==> config.mk <==
export PLATFORM = sky130hd
export DESIGN_NAME = dds_sweep_ctrl
export DESIGN_NICKNAME = d
export VERILOG_FILES = /design/src/rtl/dds_sweep_ctrl.sv
export SDC_FILE = /design/constraint.sdc
export NUM_CORES = 1
export LEC_CHECK = 0
export BUFFER_PORTS_ARGS = -buffer_cell sky130_fd_sc_hd__buf_2
export CORE_UTILIZATION = 45
export CTS_CLUSTER_DIAMETER = 60
export DETAILED_ROUTE_END_ITERATION = 6
export PLACE_DENSITY = 0.7
export SETUP_SLACK_MARGIN = 0.02
export SYNTH_ARGS = -nofsm -noshare
export SYNTH_HDL_FRONTEND = slang
export SYNTH_SLANG_ARGS = --single-unit
export TNS_END_PERCENT = 50
==> constraint.sdc <==
create_clock -name CLK -period 5.5 [get_ports CLK]
set_input_delay 0.55 -clock CLK [delete_from_list [all_inputs] [get_ports CLK]]
set_output_delay 0.55 -clock CLK [all_outputs]
set_load 0.01 [all_outputs]
==> src/rtl/dds_sweep_ctrl.sv <==
// dds_sweep_ctrl -- steps the DDS tuning word through an evenly spaced list of
// frequencies. At each point it lets the DDS settle, then hands off to the
// capture block with a level request / done handshake.
//
// Ports:
//   CLK, RST        system clock, asynchronous active-high reset
//   Start           begin a sweep (accepted in IDLE only)
//   Abort           stop the sweep at the next edge, no completion pulse
//   KW_Start        tuning word of point 0
//   KW_Step         tuning-word increment between points (wraps mod 2^KW_W)
//   Step_Num        number of points, 0 treated as 1
//   Settle_Cycles   extra settle cycles per point
//   Meas_Done       capture complete, consumed once per MEAS entry
//   KW, SW_Sin_Out  tuning word and sine enable to the DDS core
//   Meas_Req        level request to the capture block
//   Step_Idx        0-based index of the current point
//   Busy            sweep in progress
//   Sweep_Done      one-cycle pulse on normal completion
//
// state  | meaning
// -------+-----------------------------------------------------------
// IDLE   | waiting for Start, KW keeps the last tuning word
// SETTLE | DDS running at the current point, settle counter running
// MEAS   | Meas_Req high, waiting for Meas_Done
// DONE   | one-cycle completion, Sweep_Done high, DDS disabled

module dds_sweep_ctrl #(
  parameter int KW_W  = 32,
  parameter int IDX_W = 16,
  parameter int SET_W = 24
) (
  input  logic             CLK,
  input  logic             RST,
  input  logic             Start,
  input  logic             Abort,
  input  logic [KW_W-1:0]  KW_Start,
  input  logic [KW_W-1:0]  KW_Step,
  input  logic [IDX_W-1:0] Step_Num,
  input  logic [SET_W-1:0] Settle_Cycles,
  input  logic             Meas_Done,
  output logic [KW_W-1:0]  KW,
  output logic             SW_Sin_Out,
  output logic             Meas_Req,
  output logic [IDX_W-1:0] Step_Idx,
  output logic             Busy,
  output logic             Sweep_Done
);

  typedef enum logic [1:0] {
    S_IDLE   = 2'd0,
    S_SETTLE = 2'd1,
    S_MEAS   = 2'd2,
    S_DONE   = 2'd3
  } state_t;

  localparam logic [IDX_W-1:0] IDX_ONE = IDX_W'(1);
  localparam logic [SET_W-1:0] SET_ONE = SET_W'(1);

  state_t           state_q, state_d;
  logic [KW_W-1:0]  kw_q, kw_d;
  logic             sw_q, sw_d;
  logic             req_q, req_d;
  logic [IDX_W-1:0] idx_q, idx_d;
  logic             busy_q, busy_d;
  logic             done_q, done_d;
  logic [SET_W-1:0] cnt_q, cnt_d;
  logic [KW_W-1:0]  step_sh_q, step_sh_d;
  logic [IDX_W-1:0] num_sh_q, num_sh_d;
  logic [SET_W-1:0] set_sh_q, set_sh_d;

  always_ff @(posedge CLK or posedge RST) begin
    if (RST) begin
      state_q   <= S_IDLE;
      kw_q      <= '0;
      sw_q      <= 1'b0;
      req_q     <= 1'b0;
      idx_q     <= '0;
      busy_q    <= 1'b0;
      done_q    <= 1'b0;
      cnt_q     <= '0;
      step_sh_q <= '0;
      num_sh_q  <= '0;
      set_sh_q  <= '0;
    end else begin
      state_q   <= state_d;
      kw_q      <= kw_d;
      sw_q      <= sw_d;
      req_q     <= req_d;
      idx_q     <= idx_d;
      busy_q    <= busy_d;
      done_q    <= done_d;
      cnt_q     <= cnt_d;
      step_sh_q <= step_sh_d;
      num_sh_q  <= num_sh_d;
      set_sh_q  <= set_sh_d;
    end
  end

  always_comb begin
    state_d   = state_q;
    kw_d      = kw_q;
    sw_d      = sw_q;
    req_d     = req_q;
    idx_d     = idx_q;
    busy_d    = busy_q;
    done_d    = 1'b0;
    cnt_d     = cnt_q;
    step_sh_d = step_sh_q;
    num_sh_d  = num_sh_q;
    set_sh_d  = set_sh_q;

    case (state_q)
      S_IDLE: begin
        if (Start && !Abort) begin
          step_sh_d = KW_Step;
          num_sh_d  = (Step_Num == '0) ? IDX_ONE : Step_Num;
          set_sh_d  = Settle_Cycles;
          kw_d      = KW_Start;
          idx_d     = '0;
          sw_d      = 1'b1;
          busy_d    = 1'b1;
          cnt_d     = Settle_Cycles;
          state_d   = S_SETTLE;
        end
      end
      S_SETTLE: begin
        if (cnt_q == '0) begin
          req_d   = 1'b1;
          state_d = S_MEAS;
        end else begin
          cnt_d = cnt_q - SET_ONE;
        end
      end
      S_MEAS: begin
        // Leaving MEAS on every accepted Meas_Done means a held-high done
        // still costs a full settle before the next point is taken.
        if (Meas_Done) begin
          req_d = 1'b0;
          if (idx_q == num_sh_q - IDX_ONE) begin
            done_d  = 1'b1;
            sw_d    = 1'b0;
            busy_d  = 1'b0;
            state_d = S_DONE;
          end else begin
            kw_d    = kw_q + step_sh_q;
            idx_d   = idx_q + IDX_ONE;
            cnt_d   = set_sh_q;
            state_d = S_SETTLE;
          end
        end
      end
      S_DONE: begin
        state_d = S_IDLE;
      end
      default: begin
        state_d = S_IDLE;
      end
    endcase

    // Abort overrides everything; KW and Step_Idx keep the point reached.
    if (Abort && (state_q != S_IDLE)) begin
      state_d = S_IDLE;
      kw_d    = kw_q;
      idx_d   = idx_q;
      cnt_d   = cnt_q;
      req_d   = 1'b0;
      sw_d    = 1'b0;
      busy_d  = 1'b0;
      done_d  = 1'b0;
    end
  end

  assign KW         = kw_q;
  assign SW_Sin_Out = sw_q;
  assign Meas_Req   = req_q;
  assign Step_Idx   = idx_q;
  assign Busy       = busy_q;
  assign Sweep_Done = done_q;

endmodule

* After elaboration in Yosys (flattened, before gate mapping)
Cells that the tools add are included. W data, S select, Z words.
Cells by class: equal/unequal tests 12, reductions and logical operators 17, multiplexer cells 33, $add $sub $neg 4, bitwise logic cells 1
Operators with widths (number):
- $mux W24 | 4
- $mux W32 | 3
- $pmux W24 S3 | 1
- $mux W16 | 4
- $pmux W32 S2 | 1
- $add A32 B32 Y32 | 1
- $pmux W16 S2 | 1
- $logic_not A24 Y1 | 1
- $sub A24 B1 Y24 const B | 1
- $add A16 B1 Y16 const B | 1
- $eq A16 B16 Y1 | 1
- $logic_not A16 Y1 | 1
- $sub A16 B1 Y16 const B | 1
- $ne A3 B3 Y1 const B | 4
- $mux W1 | 11
- $mux W2 | 5
- $reduce_bool A3 Y1 | 3
- $ne A2 B2 Y1 const B | 4
- $pmux W2 S4 | 1
- $reduce_and A3 Y1 | 2
- $reduce_and A6 Y1 | 1
- $reduce_and A5 Y1 | 1
- $eq A2 B2 Y1 const B | 2
- $pmux W1 S2 | 2
- 8 further kinds | 10
Word-level totals: logic and storage cells 77, bits in registers 149, output and inout port bits 52, input port bits 109

* Depth between registers and ports, before layout
Gate-level depths: netlist of the first run.
depth in word-level cells 6, gate-level depth with buffers 12, mapped depth without buffers 12

* Least setup slack after synthesis of the first run
No wires, ideal clock.
kind register to register, start point reg num_sh_q[0], end point reg cnt_q[9], setup slack 2.427 ns, cell stages (with the launch flop) 13, buffers on the path 2, arrival 2.941 ns, period minus slack after synthesis 3.073 ns, setup time 0.132 ns, data required time 5.368 ns, cells stage by stage dfrtp_1 > inv_1 > ha_1 > or4b_4 > or4_4 > a221o_1 > o211ai_2 > a2111oi_4 > or4_4 > buf_6 > buf_6 > nand2_1 > o21ai_1
Between the ends: longest elaborated chain between the ends 4
Ends and longest elaborated chain:
- from (decl) | line 68 | logic [IDX_W-1:0] num_sh_q, num_sh_d;
- from (signal assigned) | line 94 | num_sh_q <= num_sh_d;
- $sub A16 B1 Y16 | line 139 | if (idx_q == num_sh_q - IDX_ONE) begin
- $eq A16 B16 Y1 | line 139
- $ne A2 B2 Y1 (no source line)
- $reduce_and A6 Y1 (no source line)
- to (signal assigned) | line 92 | cnt_q <= cnt_d;
- to (decl) | line 66 | logic [SET_W-1:0] cnt_q, cnt_d;
No other way between the ends. A chain may end at the register's enable or synchronous reset.

* Worst setup path after layout of the first run
start point reg num_sh_q[0], end point reg kw_q[13], in the netlist KW[13]
Between the ends: longest elaborated chain between the ends 4
Ends and longest elaborated chain:
- $sub A16 B1 Y16 | line 139
- $eq A16 B16 Y1 | line 139
- $ne A2 B2 Y1 (no source line)
- $reduce_and A5 Y1 (no source line)
- to (signal assigned) | line 86 | kw_q <= kw_d;
- to (decl) | line 60 | logic [KW_W-1:0] kw_q, kw_d;
No other way between the ends.

==> metrics.txt, run 1 <==
Avg Inst Size Synth between 9 and 10 µm²; outcome complete, no violations; largest net degree at the start of global routing 111; Routed wire per std cell 16.4 µm; EDFF count, synth 0; number of global-route vias before repair 7646; H-tree levels 4; row cnt 52; Sum Neg Setup Slack 0 ps; crit share post-route 0.704; post-layout util 0.536; FMAX 0.258 GHz; Worst Skew 12.0 ps; core area between 20000 and 25000 µm²; final setup violating endpoints 0; WL final 23000 µm; Hold-fix buffers, CTS 0; ys flop type dfrtp_1; CTS Buf Count 17; DP Area slightly above 10000 µm²; worst-path maximum fanout 41; max_cap viols 0; worst skew pair latency around 420 ps; GRT Util Overall 0.227; vias per cell approximately 5.6; max-slew violations 0; largest cells by area after synthesis dfrtp_1, mux2_2, ha_1, a21oi_1, nor2_1; grt ovf 0; most frequent cells in the layout buf_2, dfrtp_1, nor2_1; crit end category flip-flop; commonest non-fill, non-tap cell in the layout buf_2; DIE HEIGHT 145 µm; worst path required time between 5000 and 6000 ps; Synth Cell Area 9240 µm²; Synth area leader dfrtp_1; RePlAce Congestion 0.874; CTS tree yes; die footprint 21100 µm²; Synth Instances 979; Final Hold Fails 0; PortBufs 160; Starting Density 0.458; DRC errors left 0; Worst-path clk slew 60 ps; #FFs+latches synth about 150; Peak VDD IR ~0.33 mV; final net count 1263; CTS resizes 0; DRT Pass-1 Iters 5; type of the tightest min-delay check input pin to asynchronous set/reset pin; CTS Root Cell clkbuf_16; Worst slew margin 0.295; RSZ-0062 raised after global routing no; Worst Path Arrival 4170 ps; post-CTS setup buffer count 0; Lkg Pwr 4.80 nW; die width approximately 150 µm; Yosys cell types 68; async set-or-reset flop fraction in the synthesized netlist 1.00; initial antenna violation count 6; clock sinks 149; via count 7812; syn nets 1127; Yosys warning total 0; cell area after layout 10800 µm²; antenna viol nets, final 0; Max clock buf depth 2; worst slew pin tran 1060 ps; share of cells above drive strength 1 0.257; P&R area growth vs syn 17.0%; post-synth top area share 0.404; fillers 1844; drt first-iter violations 471; io pins between 150 and 200; Detailed Place HPWL 16200 µm; post-synthesis sequential area ratio 0.404; PD cells between 600 and 700 nW/µm²; first-pass GRT wire length 38300 µm; CP Class flip-flop to flip-flop; post-route minimum period 3870 ps; crit start category flip-flop
==> worst max-delay path, cell delays in order (launching register included) <==
cell and delay, ps:
dfrtp_1 410, inv_1 90, ha_1 240, or4b_4 500
or4_4 440, a221o_1 280, o211ai_2 100, a2111oi_4 110
nor3_4 680, buf_4 500, mux2_2 380
==> routing by layer <==
layer / vias to the layer above / wire length, µm / global-route usage
met5: - / 0 / 0
met4: 0 / 648 / 0.102
met3: 41 / 1390 / 0.0472
met2: 244 / 10700 / 0.355
met1: 3701 / 10300 / 0.302
li1: 3826 / - / -
==> registers in the layout (all words and copies together), names as in the netlist <==
signal      flops
num_sh_q       16
cnt_q          24
Meas_Req        1
Step_Idx       16
set_sh_q       24
state_q         2
KW             32
step_sh_q      32
Busy            1
Sweep_Done      1
==> path summary, 6_finish.rpt <==
kind | start | end | slack [ps] | depth (start not counted)
worst max-delay path | num_sh_q[0]$_DFFE_PP0P_ | KW[13]$_DFFE_PP0P_ | 1630 | 10
worst min-delay path | RST | set_sh_q[16]$_DFFE_PP0P_ | 310 | 2
worst max register to register | num_sh_q[0]$_DFFE_PP0P_ | KW[13]$_DFFE_PP0P_ | 1630 | 10
worst min register to register | cnt_q[1]$_DFFE_PP0P_ | cnt_q[1]$_DFFE_PP0P_ | 500 | 2
max in group asynchronous | RST | step_sh_q[19]$_DFFE_PP0P_ | 4060 | 3
min in group CLK | KW_Step[4] | step_sh_q[4]$_DFFE_PP0P_ | 360 | 2
==> cell families after synthesis <==
logic type | after synthesis | synth area share
fa+ha+maj | 39 | 0.0536
compound gates | 260 | 0.181
buf+inv | 81 | 0.0375
simple gates | 293 | 0.154
xor+xnor | 68 | 0.0645
flops | 149 | 0.404
mux | 89 | 0.106
==> metrics by stage <==
step           hold WS, ps  instances  setup slack, ps  total power, mW
2_1_floorplan          464        979              942             5.13
3_3_place_gp           485       1366             1700             5.94
3_5_place_dp           492       1366             1650             6.03
4_1_cts                338       1395             1640             7.22
5_1_grt                343       1400             1340             7.84
6_report               314       1400             1630             7.20
==> cell type report <==
cell class                 instances  area (µm²)  area share
tap                              270         338      0.0313
timing repair buffer             166         846      0.0782
inverter                          32         125      0.0116
antenna                            5        12.5     0.00116
sequential                       149        3730       0.345
clock buffer                      20         457      0.0423
clock inverter                     9         106     0.00984
multi-input combinational        749        5200       0.481
==> synth_stat cells (5+ instances only) <==
library cell,n
xnor2_1,36
nand2_1,77
dfrtp_1,149
or3_1,7
o31ai_1,5
a21o_1,11
inv_1,31
o21ai_0,55
o21ai_1,25
and3_1,13
clkbuf_1,35
nand4_1,17
or4_1,5
nand2b_1,5
o21ai_2,5
buf_2,7
nor2b_1,12
a211oi_1,5
a31oi_1,14
ha_1,38
mux2_2,72
nor2_1,86
o211ai_1,19
mux2i_1,17
o21a_1,6
nor4_1,15
xor2_1,32
nor3_1,18
nand3_1,22
a21oi_1,66
==> power by group <==
part	internal, mW	switching (mW)
registers	1.60	0.450
logic	1.75	2.27
clock network	0.682	0.455
Power figures use the tool's default switching activity.
==> inputs of run 2 (changes only) <==
==> constraint.sdc (replaced) <==
create_clock -name CLK -period 3.77 [get_ports CLK]
set_input_delay 0.377 -clock CLK [delete_from_list [all_inputs] [get_ports CLK]]
set_output_delay 0.377 -clock CLK [all_outputs]
set_load 0.01 [all_outputs]
==> run 2 against run 1 <==
  * Final cell count increased by 0.29%
  * Sequential power is 46% higher
  * Clock-buffer cell count rose by 1
  * Combinational power rose by 46%
  * Non-clock buffer count is 5 higher
  * Fmax increased by 14%
  * First-iteration DRC count grew 0.42%
  * Sequential share of layout area fell by 0.13 points
  * Largest cell class unchanged
==> metrics.txt, run 2 (synthesis gave the netlist of run 1 again) <==
outcome complete, no violations; post-CTS setup buffer count 0; reg-to-reg startpoint num_sh_q[0]$_DFFE_PP0P_; initial antenna violation count 2; final net count between 1000 and 1500; cell area after layout 10800 µm²; worst-path maximum fanout 48; Worst R2R End cnt_q[17]$_DFFE_PP0P_; WHS 176 ps; vias per cell 5.54; Peak VDD IR 0.491 mV; max_cap viols 0; post-layout util 0.538; PortBufs 160; post-route minimum period 3390 ps; DRC errors left 0; drt first-iter violations 473; Worst Path Arrival 3680 ps; core area 20200 µm²; worst slew pin tran 1040 ps; final setup violating endpoints 0; crit start category flip-flop; Final Worst Setup Slack 380 ps; Sum Neg Setup Slack 0 ps; die width 145 µm; grt ovf 0; DIE HEIGHT about 150 µm; dpl cells 1371; row cnt 52; Hold-fix buffers, CTS 0; FMAX 0.295 GHz; CTS tree yes; worst skew pair latency 430 ps; total power 10.5 mW; CTS Buf Count 17; worst path required time 4060 ps; Starting Density 0.458; io pins 161; RePlAce Congestion 0.905; via count 7784; DRT Pass-1 Iters 6; clock sinks 149; fillers 1870; Finished Layout Cells 1404; GRT Util Overall 0.225; RSZ-0062 raised after global routing no; die footprint 21100 µm²; r2r worst-path depth 10; commonest non-fill, non-tap cell in the layout buf_2; antenna viol nets, final 0; share of cells above drive strength 1 0.260; Detailed Place HPWL 16400 µm; H-tree levels 4; CTS resizes 0; CTS Root Cell clkbuf_16; Worst Skew around 14 ps; WL final 23000 µm; CP Class flip-flop to flip-flop; Lkg Pwr between 4 and 5 nW; Routed wire per std cell 16.4 µm; worst slack, placed approximately 360 ps; max-slew violations 0; flop2flop setup slack between 300 and 400 ps; crit share post-route 0.899; most frequent cells in the layout buf_2, dfrtp_1, nor2_1; Max clock buf depth 2; type of the tightest min-delay check input pin to asynchronous set/reset pin; Worst slew margin 0.305; Worst-path clk slew 60 ps; first-pass GRT wire length between 30000 and 40000 µm; Final Hold Fails 0; PD cells just under 1000 nW/µm²; DP Area around 10000 µm²; largest net degree at the start of global routing 60; number of global-route vias before repair around 7600; crit end category flip-flop; P&R area growth vs syn 17.4%
[run 2: worst max-delay path by stage]
stage / slack [ps] / depth (start not counted) / startpoint / endpoint
after CTS: 370 / 10 / num_sh_q[0]$_DFFE_PP0P_ / cnt_q[22]$_DFFE_PP0P_
final: 380 / 10 / num_sh_q[0]$_DFFE_PP0P_ / cnt_q[17]$_DFFE_PP0P_
after global routing: 120 / 8 / num_sh_q[2]$_DFFE_PP0P_ / cnt_q[22]$_DFFE_PP0P_
after detailed placement: 360 / 10 / num_sh_q[0]$_DFFE_PP0P_ / cnt_q[22]$_DFFE_PP0P_
after global placement: 420 / 10 / num_sh_q[0]$_DFFE_PP0P_ / cnt_q[23]$_DFFE_PP0P_
after floorplan: 700 / 12 / num_sh_q[0]$_DFFE_PP0P_ / cnt_q[9]$_DFFE_PP0P_
[run 2: layout make-up]
type | count | area [µm²] | area share
Timing Repair Buffer | 171 | 908 | 0.0837
Antenna cell | 1 | 2.50 | 0.000231
Tap cell | 270 | 338 | 0.0311
Sequential cell | 149 | 3730 | 0.344
Clock inverter | 11 | 101 | 0.00934
Inverter | 32 | 124 | 0.0114
Multi-Input combinational cell | 749 | 5200 | 0.479
Clock buffer | 21 | 450 | 0.0415
[run 2: per-layer routing]
metal / wire, µm / track usage
met1: 10300 / 0.294
met4: 405 / 0.0863
met5: 13 / 0
met2: 11000 / 0.363
met3: 1320 / 0.0497
[run 2: worst max-delay path, cell delays in order, from the launching register on]
cell and delay (ps):
dfrtp_1 420, inv_1 90, ha_1 220, or4b_4 500
or4_4 440, a221o_1 290, o211ai_2 100, a2111oi_4 110
or4_4 790, o21ai_1 220, o21ai_1 80
[run 2: power by group]
part,leakage (nW),internal [mW],switching [mW],total (mW)
Clock,0.260,0.926,0.694,1.62
Sequential,1.80,2.33,0.662,2.99
Combinational,2.76,2.58,3.30,5.88
==> inputs of run 3 (changes only) <==
--- a/config.mk
+++ b/config.mk
@@ -9,7 +9,7 @@
 export CORE_UTILIZATION = 45
 export CTS_CLUSTER_DIAMETER = 60
 export DETAILED_ROUTE_END_ITERATION = 6
-export PLACE_DENSITY = 0.7
+export PLACE_DENSITY_LB_ADDON = 0.05
 export SETUP_SLACK_MARGIN = 0.02
 export SYNTH_ARGS = -nofsm -noshare
 export SYNTH_HDL_FRONTEND = slang
==> run 3 against run 2 <==
  * Clock skew about the same
  * Critical path depth unchanged
  * Final area increased by 0.67%
  * First-iteration DRC count decreased by 13%
  * Non-clock buffer count increased by 5
  * Die area unchanged
  * Sequential power about the same
  * Worst setup slack got worse by 50 ps
==> metrics.txt, run 3 (synthesis gave the netlist of run 1 again) <==
outcome complete, no violations; DIE HEIGHT 145 µm; via count 7621; share of cells above drive strength 1 0.263; fillers 1908; max-slew violations 0; worst skew pair latency 440 ps; first-pass GRT wire length a little under 40000 µm; cell area after layout 10900 µm²; drt first-iter violations a little over 400; CTS tree yes; RePlAce Congestion 0.855; most frequent cells in the layout buf_2, dfrtp_1, nor2_1; Hold-fix buffers, CTS 0; core area 20200 µm²; max_cap viols 0; grt ovf 0; PD cells around 970 nW/µm²; worst slew pin tran 801 ps; DP Area 10300 µm²; Worst Skew 14.2 ps; crit start category flip-flop; Lkg Pwr 4.86 nW; type of the tightest min-delay check input pin to asynchronous set/reset pin; worst-path maximum fanout 48; io pins around 160; crit share post-route 0.913; Peak VDD IR 0.457 mV; CP Class flip-flop to flip-flop; number of global-route vias before repair 7660; crit end category flip-flop; CTS Buf Count 17; commonest non-fill, non-tap cell in the layout buf_2; die width 145 µm; initial antenna violation count 3; P&R area growth vs syn 18.2%; CTS resizes 0; GRT Util Overall 0.233; CTS Root Cell clkbuf_16; vias per cell roughly 5.4; WL final 23400 µm; row cnt 52; Finished Layout Cells 1407; final net count 1273; PortBufs 160; Max clock buf depth 2; final setup violating endpoints 0; largest net degree at the start of global routing 89; Final Hold Fails 0; Worst Path Arrival roughly 3700 ps; Worst slew margin 0.466; FMAX just under 0.3 GHz; DRC errors left 0; RSZ-0062 raised after global routing no; post-route minimum period 3440 ps; Starting Density 0.458; H-tree levels 4; clock sinks 149; die footprint 21100 µm²; DRT Pass-1 Iters 4; antenna viol nets, final 0; dpl cells 1376; Routed wire per std cell 16.6 µm; post-CTS setup buffer count 0; Worst-path clk slew 60 ps; Sum Neg Setup Slack 0 ps; Detailed Place HPWL 16800 µm; worst path required time 4060 ps
run 3: changes by cell type in the layout (fill, tap and decap cells not counted):
cell       delta
clkinv_2      -3
clkbuf_8      -1
bufinv_16     +2
clkbuf_1      -2
diode_2       +1
buf_4         +5
clkinv_4      +1
run 3: final timing paths:
kind | from | end | slack (ps) | depth (start not counted)
max in group asynchronous | RST | num_sh_q[6]$_DFFE_PP0P_ | 3000 | 3
max | num_sh_q[0]$_DFFE_PP0P_ | cnt_q[20]$_DFFE_PP0P_ | 330 | 10
min reg2reg | cnt_q[1]$_DFFE_PP0P_ | cnt_q[1]$_DFFE_PP0P_ | 500 | 2
min | RST | step_sh_q[26]$_DFFE_PP0P_ | 70 | 3
max reg2reg | num_sh_q[0]$_DFFE_PP0P_ | cnt_q[20]$_DFFE_PP0P_ | 330 | 10
min in group CLK | KW_Step[7] | step_sh_q[7]$_DFFE_PP0P_ | 170 | 2
run 3: worst max-delay path: stages, from the launching register on:
cell and delay, ps:
dfrtp_1 410, inv_1 90, ha_1 250, or4b_4 510
or4_4 440, a221o_1 280, o211ai_2 100, a2111oi_4 110
or4_4 780, o21ai_1 210, o21ai_1 80
run 3: stage by stage:
step | util | power (mW) | setup slack (ps) | hold WS (ps)
final | 0.542 | 10.6 | 329 | 70.0
after CTS | 0.541 | 10.7 | 325 | 107
after global routing | 0.541 | 11.6 | 89.3 | 142
after global placement | 0.512 | 8.90 | 417 | 481
after floorplan | - | 7.48 | 697 | 464
after detailed placement | 0.512 | 8.94 | 344 | 491
run 3: layout make-up:
class	count	area (µm²)	area share
Inverter	32	124	0.0113
Sequential cell	149	3730	0.341
Antenna cell	2	5.00	0.000458
Timing Repair Buffer	176	946	0.0866
Multi-Input combinational cell	749	5200	0.476
Clock inverter	11	155	0.0142
Tap cell	270	338	0.0309
Clock buffer	18	429	0.0393
run 3: routing by layer:
metal  global-route usage  routed length, µm
met1                0.295              10600
met2                0.395              11400
met3               0.0513                930
met5                    0                  8
met4               0.0705                363
run 3: report_power, final:
group          total [mW]  switching [mW]  internal, mW
registers            2.98           0.652          2.33
logic                5.93            3.33          2.60
clock network        1.73           0.694          1.03
total                10.6            4.68          5.96
